File: src/rtl/seg_disp_pkg.sv
// Shared mode encodings and the active-low 7-segment decode table for the BCD counter display.
package seg_disp_pkg;

  localparam logic [1:0] MODE_HOLD = 2'b00;
  localparam logic [1:0] MODE_UP   = 2'b01;
  localparam logic [1:0] MODE_DOWN = 2'b10;
  localparam logic [1:0] MODE_LOAD = 2'b11;

  localparam logic [7:0] SEG_BLANK = 8'hFF;

  // Segments active-low, bit7 is the decimal point and stays off.
  function automatic logic [7:0] seg_decode(input logic [3:0] d);
    logic [7:0] seg;
    case (d)
      4'd0:    seg = 8'hC0;
      4'd1:    seg = 8'hF9;
      4'd2:    seg = 8'hA4;
      4'd3:    seg = 8'hB0;
      4'd4:    seg = 8'h99;
      4'd5:    seg = 8'h92;
      4'd6:    seg = 8'h82;
      4'd7:    seg = 8'hF8;
      4'd8:    seg = 8'h80;
      4'd9:    seg = 8'h90;
      default: seg = SEG_BLANK;
    endcase
    return seg;
  endfunction

endpackage

File: src/rtl/bcd_digit.sv
// One BCD digit of the counter: shift load, carry-in increment and borrow-in decrement.
module bcd_digit (
  input  logic       clk_i,
  input  logic       rst_ni,
  input  logic       inc,
  input  logic       dec,
  input  logic       cin,
  input  logic       bin,
  input  logic       shift_en,
  input  logic [3:0] shift_in,
  output logic [3:0] digit,
  output logic       cout,
  output logic       bout
);

  logic [3:0] digit_q, digit_d;

  always_comb begin
    digit_d = digit_q;
    if (shift_en) begin
      digit_d = shift_in;
    end else if (inc && cin) begin
      digit_d = (digit_q == 4'd9) ? 4'd0 : digit_q + 4'd1;
    end else if (dec && bin) begin
      digit_d = (digit_q == 4'd0) ? 4'd9 : digit_q - 4'd1;
    end
  end

  always_ff @(posedge clk_i) begin
    if (!rst_ni) begin
      digit_q <= 4'd0;
    end else begin
      digit_q <= digit_d;
    end
  end

  assign digit = digit_q;
  assign cout  = inc && cin && (digit_q == 4'd9);
  assign bout  = dec && bin && (digit_q == 4'd0);

endmodule

File: src/rtl/seg_bcd_counter_display.sv
// N-digit BCD up/down counter with prescaled timebase, shift-in load, wrap pulse and
// registered 7-segment outputs with optional leading-zero blanking.
module seg_bcd_counter_display
  import seg_disp_pkg::*;
#(
  parameter int unsigned NUM_DIGITS = 5,
  parameter int unsigned TICK_DIV   = 50_000_000,
  parameter int unsigned LZ_BLANK   = 1
) (
  input  logic                    clk_clk,
  input  logic                    reset_reset_n,
  input  logic [1:0]              mode,
  input  logic                    run,
  input  logic [3:0]              bcd_in,
  input  logic                    load_stb,
  output logic [8*NUM_DIGITS-1:0] hex,
  output logic [4*NUM_DIGITS-1:0] count_bcd,
  output logic                    wrap
);

  localparam int unsigned PRESC_W = $clog2(TICK_DIV);
  localparam logic [PRESC_W-1:0] PRESC_MAX = PRESC_W'(TICK_DIV - 1);

  logic [PRESC_W-1:0]      presc_q, presc_d;
  logic [1:0]              mode_q;
  logic                    load_q;
  logic                    wrap_q, wrap_d;
  logic [8*NUM_DIGITS-1:0] hex_q, hex_d;

  logic                  tick, active, mode_chg;
  logic                  inc, dec, shift_en;
  logic [3:0]            din_clamp;
  logic [3:0]            digit     [NUM_DIGITS];
  logic [3:0]            shift_src [NUM_DIGITS];
  logic [NUM_DIGITS:0]   carry, borrow;
  logic [NUM_DIGITS-1:0] cout, bout;

  // A mode change restarts the period and swallows a coincident terminal count.
  always_comb begin
    active   = run && ((mode == MODE_UP) || (mode == MODE_DOWN));
    mode_chg = (mode != mode_q);
    presc_d  = '0;
    tick     = 1'b0;
    if (active && !mode_chg) begin
      if (presc_q == PRESC_MAX) begin
        tick = 1'b1;
      end else begin
        presc_d = presc_q + 1'b1;
      end
    end
  end

  assign inc       = tick && (mode == MODE_UP);
  assign dec       = tick && (mode == MODE_DOWN);
  assign shift_en  = (mode == MODE_LOAD) && load_stb && !load_q;
  assign din_clamp = (bcd_in > 4'd9) ? 4'd9 : bcd_in;

  assign carry[0]  = 1'b1;
  assign borrow[0] = 1'b1;

  for (genvar i = 0; i < NUM_DIGITS; i++) begin : g_digit
    if (i == 0) begin : g_first
      assign shift_src[i] = din_clamp;
    end else begin : g_rest
      assign shift_src[i] = digit[i-1];
    end

    bcd_digit u_digit (
      .clk_i    (clk_clk),
      .rst_ni   (reset_reset_n),
      .inc      (inc),
      .dec      (dec),
      .cin      (carry[i]),
      .bin      (borrow[i]),
      .shift_en (shift_en),
      .shift_in (shift_src[i]),
      .digit    (digit[i]),
      .cout     (cout[i]),
      .bout     (bout[i])
    );

    assign carry[i+1]         = cout[i];
    assign borrow[i+1]        = bout[i];
    assign count_bcd[4*i +: 4] = digit[i];
  end

  assign wrap_d = carry[NUM_DIGITS] || borrow[NUM_DIGITS];

  // Scan from the MS digit down; a digit blanks while everything above and itself is zero.
  always_comb begin
    logic upper_nz;
    logic blank;
    hex_d    = '0;
    upper_nz = 1'b0;
    for (int i = NUM_DIGITS - 1; i >= 0; i--) begin
      upper_nz = upper_nz || (digit[i] != 4'd0);
      blank    = (LZ_BLANK != 0) && (i != 0) && !upper_nz;
      hex_d[8*i +: 8] = blank ? SEG_BLANK : seg_decode(digit[i]);
    end
  end

  always_ff @(posedge clk_clk) begin
    if (!reset_reset_n) begin
      presc_q <= '0;
      mode_q  <= MODE_HOLD;
      load_q  <= 1'b0;
      wrap_q  <= 1'b0;
      hex_q   <= {NUM_DIGITS{SEG_BLANK}};
    end else begin
      presc_q <= presc_d;
      mode_q  <= mode;
      load_q  <= load_stb;
      wrap_q  <= wrap_d;
      hex_q   <= hex_d;
    end
  end

  assign hex  = hex_q;
  assign wrap = wrap_q;

endmodule
File: config.mk
export PLATFORM = sky130hd
export DESIGN_NAME = seg_bcd_counter_display
export DESIGN_NICKNAME = d
export VERILOG_FILES = /design/src/rtl/seg_disp_pkg.sv /design/src/rtl/bcd_digit.sv /design/src/rtl/seg_bcd_counter_display.sv
export SDC_FILE = /design/constraint.sdc
export NUM_CORES = 1
export LEC_CHECK = 0
export CORE_MARGIN = 2
export CORE_UTILIZATION = 50
export CTS_CLUSTER_SIZE = 14
export DETAILED_ROUTE_END_ITERATION = 12
export PLACE_DENSITY_LB_ADDON = 0.2
export SYNTH_ARGS = -nofsm -noshare
export SYNTH_HDL_FRONTEND = slang
export SYNTH_SLANG_ARGS = --single-unit
File: constraint.sdc
create_clock -name clk_clk -period 6.55 [get_ports clk_clk]
set_clock_uncertainty 0.2 [all_clocks]
set_input_delay 0.9825 -clock clk_clk [delete_from_list [all_inputs] [get_ports clk_clk]]
set_output_delay 0.9825 -clock clk_clk [all_outputs]
set_load 0.02 [all_outputs]
==> metrics, run 1 <==
outcome finished clean; post_cts resized 0; hold_buf cts 0; footprint of the multi-input gates 2930 um^2; Max stage delay on crit path 640 ps; fin crit share 59.1%; Ports 71; fillcell total 873; CTS tree built; Syn Inst Count 615; top cells by area, synth dfxtp_1, ha_1, o21ai_0, nor2_1, a21oi_1; grt ovf 0; Synth Area in Adders 7.45%; area of the mapped netlist 4870 um^2; Worst setup SP type primary input; Leak 0.00204 uW; post-synthesis simple-gate area fraction 25.3%; worst slew pin tran 935 ps; Synth async-reset ratio 0%; Period minus WS final 3870 ps; main combinational cell family by area after synthesis simple AND/OR/NAND/NOR gates; Worst slew margin 37.5%; RR Startpoint g_digit[0].u_digit.digit[1]; pwr dens 181 nW/um^2; DR vias/cell 5.52; num rows 36; Post-Synth XOR/XNOR Area 5.57%; r2r endpoint g_digit[4].u_digit.digit[3]; hold path startpoint presc_q[0]; layout cells sized above 1 5.56%; Synth cell types 65; Starting Density 50.8%; Register Area 1700 um^2; post-synth top area cell dfxtp_1; clk sink count 85; Die Width 103 um; CP Class primary input to flop; largest net degree at the start of global routing 29; vias in the first global route 4,049; antenna violations before repair 0; setup violators final 0; maximum fanout along the worst path 16; Slew Limit Fails 0; delay-heaviest family, CP simple AND/OR/NAND/NOR gates; post-synthesis register bit count 85; Final TNS setup 0 ps; die area 10,600 um^2; VDD IR-drop max 0.000101 V; first-pass GRT wire length 18,800 um; R2R depth 8; Critical Path AT 3940 ps; drc violations 0; dpl ws 2310 ps; n_diodes 0; Clk Latency, worst-skew pair 370 ps; Worst path slowest cell nor4b_1; top cell type's share of synthesized area 34.9%; Hold Path Depth 1; multiplexer area fraction after synthesis 0.822%; Syn Area/Cell 7.92 um^2; final hold violation count 0; clock root buffer clkbuf_8; detailed-route wire length 11,400 um; crit end category flop; Layout area overhead 17.5%; Port Buffer Count 65; Max H-tree Level 3; worst-path cell chain clkdlybuf4s50_1 -> inv_1 -> ha_1 -> nor4b_1 -> nand4_2 -> a21oi_4 -> o32ai_1 -> o31a_1; Buf/Inv on CP 2; RSZ-0062 raised after global routing no; DP HPWL 7990 um; Placed Area 5550 um^2; warnings from Yosys 0; Routability Congestion 0.974; Final Cell Area 5730 um^2; Num CTS Buffers 9; Iteration-0 DRC Markers 221; Post CTS Setup Buffer Count 0; worst hold endpoint presc_q[0]; Worst R2R Setup Slack 3500 ps; Synth Area in Compound Gates 20.6%; DR pass1 iterations 5; Main synth FF type dfxtp_1; detailed-route via count 4,412; Reg clk slew, reported paths 90 ps; Seq/Total Area, Yosys 34.9%; Setup crit start mode[0]; Max-Cap Viols 0; Tightest Hold Check Type flop to flop; EDFF count, synth 0; Worst EP required 6620 ps; worst setup margin 2680 ps; Die H 103 um; Clock Tree Buf Depth 2; Routed wire per std cell 14.3 um; global-route usage over all layers 22.4%; core area 9590 um^2; critical path depth in cells 8; antenna viol nets, final 0; Achievable Freq 0.258 GHz; layout net count 700
==> cell usage after synthesis (4+ instances only) <==
master    instances
inv_1            23
ha_1             29
and3_1            9
nand2_1          61
nand4_1           5
nand2b_1         16
xnor2_1          10
or3_1             4
and4_1            4
buf_4             5
nand3_1          22
mux2i_1           4
nor3_1            6
o22ai_1           5
dfxtp_1          85
clkbuf_1         26
o21ai_0          61
xor2_1           21
o31ai_1           5
a21oi_1          52
nand3b_1          4
or2_2             4
nor2_1           73
a31oi_1           4
or3b_2            4
and2_1            5
a211oi_1          5
==> state kept, by name, indices dropped and copies added (netlist names) <==
name                   cells
hex                       35
mode_q                     2
load_q                     1
presc_q                   26
wrap                       1
g_digit.u_digit.digit     20
==> final cells by class <==
cell class / count / share of cell area [%]
Tap cell: 133 / 2.91
Clock buffer: 13 / 2.78
Multi-Input combinational cell: 475 / 51.2
Timing Repair Buffer: 66 / 11.5
Inverter: 24 / 1.57
Clock inverter: 3 / 0.350
Sequential cell: 85 / 29.7
==> stage by stage <==
step                hold slack [ps]  total power, uW  instances  utilization [%]
finish                          285             1030        799             59.7
global route                    306             1080        799             59.7
CTS                             289             1040        799             59.7
detailed placement              270              700        783             57.8
global placement                257              698        783             57.8
floorplan                       238              645        619                -
==> where the power goes <==
group	switching (uW)	total, uW	internal [uW]
Clock	187	345	158
Combinational	78.8	140	61.0
Sequential	14.3	549	535
Total	280	1030	754
==> cells in the final DEF, fill, tap and decap left out, drive strengths merged, types with 5 or more instances in the layout <==
cell type	instances
o21ai	64
and4	5
ha	29
inv	23
conb	5
a21oi	54
o31ai	5
nand3	22
nand2	61
and3	9
xor2	21
nand4	6
nor2	74
a211oi	6
and2	5
o22ai	5
clkbuf	13
nand2b	16
clkdlybuf4s50	65
dfxtp	85
xnor2	10
nor3	6
==> worst max-delay path by stage <==
stage	endpoint	slack, ps
2_1_floorplan	g_digit[4].u_digit.digit[3]	3580
3_3_place_gp	g_digit[3].u_digit.digit[2]	2530
3_5_place_dp	g_digit[4].u_digit.digit[3]	2310
4_1_cts	g_digit[3].u_digit.digit[2]	2710
5_1_grt	g_digit[3].u_digit.digit[2]	2550
6_report	g_digit[3].u_digit.digit[2]	2680
==> kinds of logic after synthesis <==
group | count (synthesis)
AOI/OAI and AO/OA | 167
and+or+nand+nor | 239
muxes | 4
xor gates and xnor gates | 31
buffers and inverters | 59
adders and majority gates | 29
DFF | 85
other | 1
==> routing by layer <==
metal  wire length, um  vias to the layer above  global-route usage, %
met5                 0                        -                      0
met4               119                        0                   6.97
met3               661                        9                   6.17
met2              5480                      104                   36.5
met1              5140                     2065                   28.9
li1                  -                     2234                      -
Note: power is estimated with default switching activity, not from simulation.
==> run 2, diff against run 1 <==
clock period = 3.35 ns   (was 6.55 ns; I/O delays follow)
==> run 2 against run 1 <==
Against the previous run: clock power increased by 140%; die area unchanged; wire length increased by 2.7%; register-to-register slack got worse by 3000 ps; total power increased by 110%; non-clock buffer count increased by 15; count of clock-buffer cells in the layout decreased by 1; setup slack got worse by 2300 ps; critical path depth increased by 1; sequential power increased by 95%; core utilization increased by 1.6 points; sequential share of layout area decreased by 0.80 points.
==> metrics, run 2 (synthesis gave the netlist of run 1 again) <==
Final TNS setup 0 ps; layout net count 715; largest net degree at the start of global routing 27; clock root buffer clkbuf_8; met1 Track Usage GR 30.2%; Max-Cap Viols 0; Worst setup SP type primary input; global-route usage over all layers 23.5%; commonest non-fill, non-tap cell in the layout dfxtp_1; Layout area overhead 20.7%; Die H 103 um; Buf/Inv on CP 3; Routed wire per std cell 14.4 um; drc violations 0; Max H-tree Level 3; Leak 0.00215 uW; Clock Tree Buf Depth 2; Period minus WS final 2950 ps; worst slew pin tran 706 ps; die area 10,600 um^2; layout cells sized above 1 7.65%; hold_buf cts 0; core area 9590 um^2; grt ovf 0; Worst EP required 3400 ps; Final Cell Area 5880 um^2; Ports 71; num rows 36; Clk Latency, worst-skew pair 360 ps; most frequent cells in the layout dfxtp_1, nor2_1, clkdlybuf4s50_1; Gate power share 13.2%; detailed-route wire length 11,700 um; dpl ws 48.4 ps; n_diodes 0; VDD IR-drop max 0.000203 V; met3 usage 3.80%; Sequential Power Share 49.3%; Max stage delay on crit path 550 ps; Sw Share 25.0%; Achievable Freq 0.339 GHz; Worst path slowest cell clkdlybuf4s50_1; CTS tree built; fin crit share 88.0%; worst-path cell chain clkdlybuf4s50_1 -> inv_1 -> ha_1 -> nor4b_1 -> buf_4 -> nand4_2 -> a21oi_4 -> o32ai_1 -> o31a_1; max reg flops 35; fillcell total 876; Final Util 61.3%; Slew Limit Fails 0; delay-heaviest family, CP buffers and inverters; Routability Congestion 0.918; clk sink count 85; Post CTS Setup Buffer Count 0; Starting Density 50.8%; Tightest Hold Check Type flop to flop; routing usage on met2 38.9%; Worst slew margin 52.8%; pwr dens 369 nW/um^2; Internal 1630 uW; Port Buffer Count 65; RSZ-0062 raised after global routing no; worst setup margin 400 ps; DR vias/cell 5.53; Fin Hold WS 285 ps; maximum fanout along the worst path 10; crit end category flop; Die Width 103 um; first-pass GRT wire length 19,900 um; detailed-route via count 4,494; Placed Area 5660 um^2; outcome finished clean; Critical Path AT 3000 ps; setup violators final 0; post_cts resized 0; layer with the highest usage met2; DR pass1 iterations 4; final hold violation count 0; Switch Pwr 542 uW; vias in the first global route 4,217; Worst R2R Setup Slack 540 ps; DP HPWL 8530 um; Num CTS Buffers 9; clock share of power 37.5%; antenna viol nets, final 0; Iteration-0 DRC Markers 218; Reg clk slew, reported paths 80 ps; antenna violations before repair 0; CP Class primary input to flop
==> run 2: changes by cell type in the layout (fill, tap and decap cells not counted) <==
cell	before	now
buf_4	1	16
bufinv_16	0	2
clkbuf_1	2	1
clkinv_2	1	0
clkinv_4	0	1
clkinvlp_4	2	0
==> run 2: metal layers <==
layer  wire length [um]  vias to the layer above
met5                  0                        -
met2               5810                      108
li1                   -                     2260
met4                216                        0
met1               5080                     2110
met3                589                       16
==> run 2: power groups by stage <==
stage	registers (uW)	logic, uW	clock network [uW]
after floorplan	1130	135	0
after global placement	1090	281	0
after detailed placement	1090	285	0
after CTS	1070	287	839
after global routing	1080	314	875
final	1070	287	816
==> run 2: layout make-up <==
| type | count | area [um^2] | share of cell area [%] |
|---|---|---|---|
| clock buffers | 12 | 155 | 2.64 |
| clock inverters | 3 | 68.8 | 1.17 |
| flip-flops and latches | 85 | 1700 | 28.9 |
| multi-input cells | 475 | 2930 | 49.8 |
| repair buffers | 81 | 771 | 13.1 |
| inverters | 24 | 90.1 | 1.53 |
| well taps | 133 | 166 | 2.83 |
==> run 2: path summary, 6_finish.rpt <==
path,startpoint,end,cells after the start
setup / recovery,mode[0],g_digit[3].u_digit.digit[2],9
hold / removal,presc_q[0],presc_q[0],1
setup reg to reg,g_digit[0].u_digit.digit[1],g_digit[3].u_digit.digit[2],7
hold reg to reg,presc_q[0],presc_q[0],1
==> run 2: per-stage QoR <==
stage,power [uW],cells
2_1_floorplan,1260,619
3_3_place_gp,1370,798
3_5_place_dp,1380,798
4_1_cts,2200,813
5_1_grt,2260,813
6_report,2170,813
==> run 3, diff against run 2 <==
CTS_CLUSTER_DIAMETER = 60   (was default)
HOLD_SLACK_MARGIN = 0.03   (was default)
==> results of run 3 <==
Same layout as run 2: the final DEF is identical, and so are final timing and power.
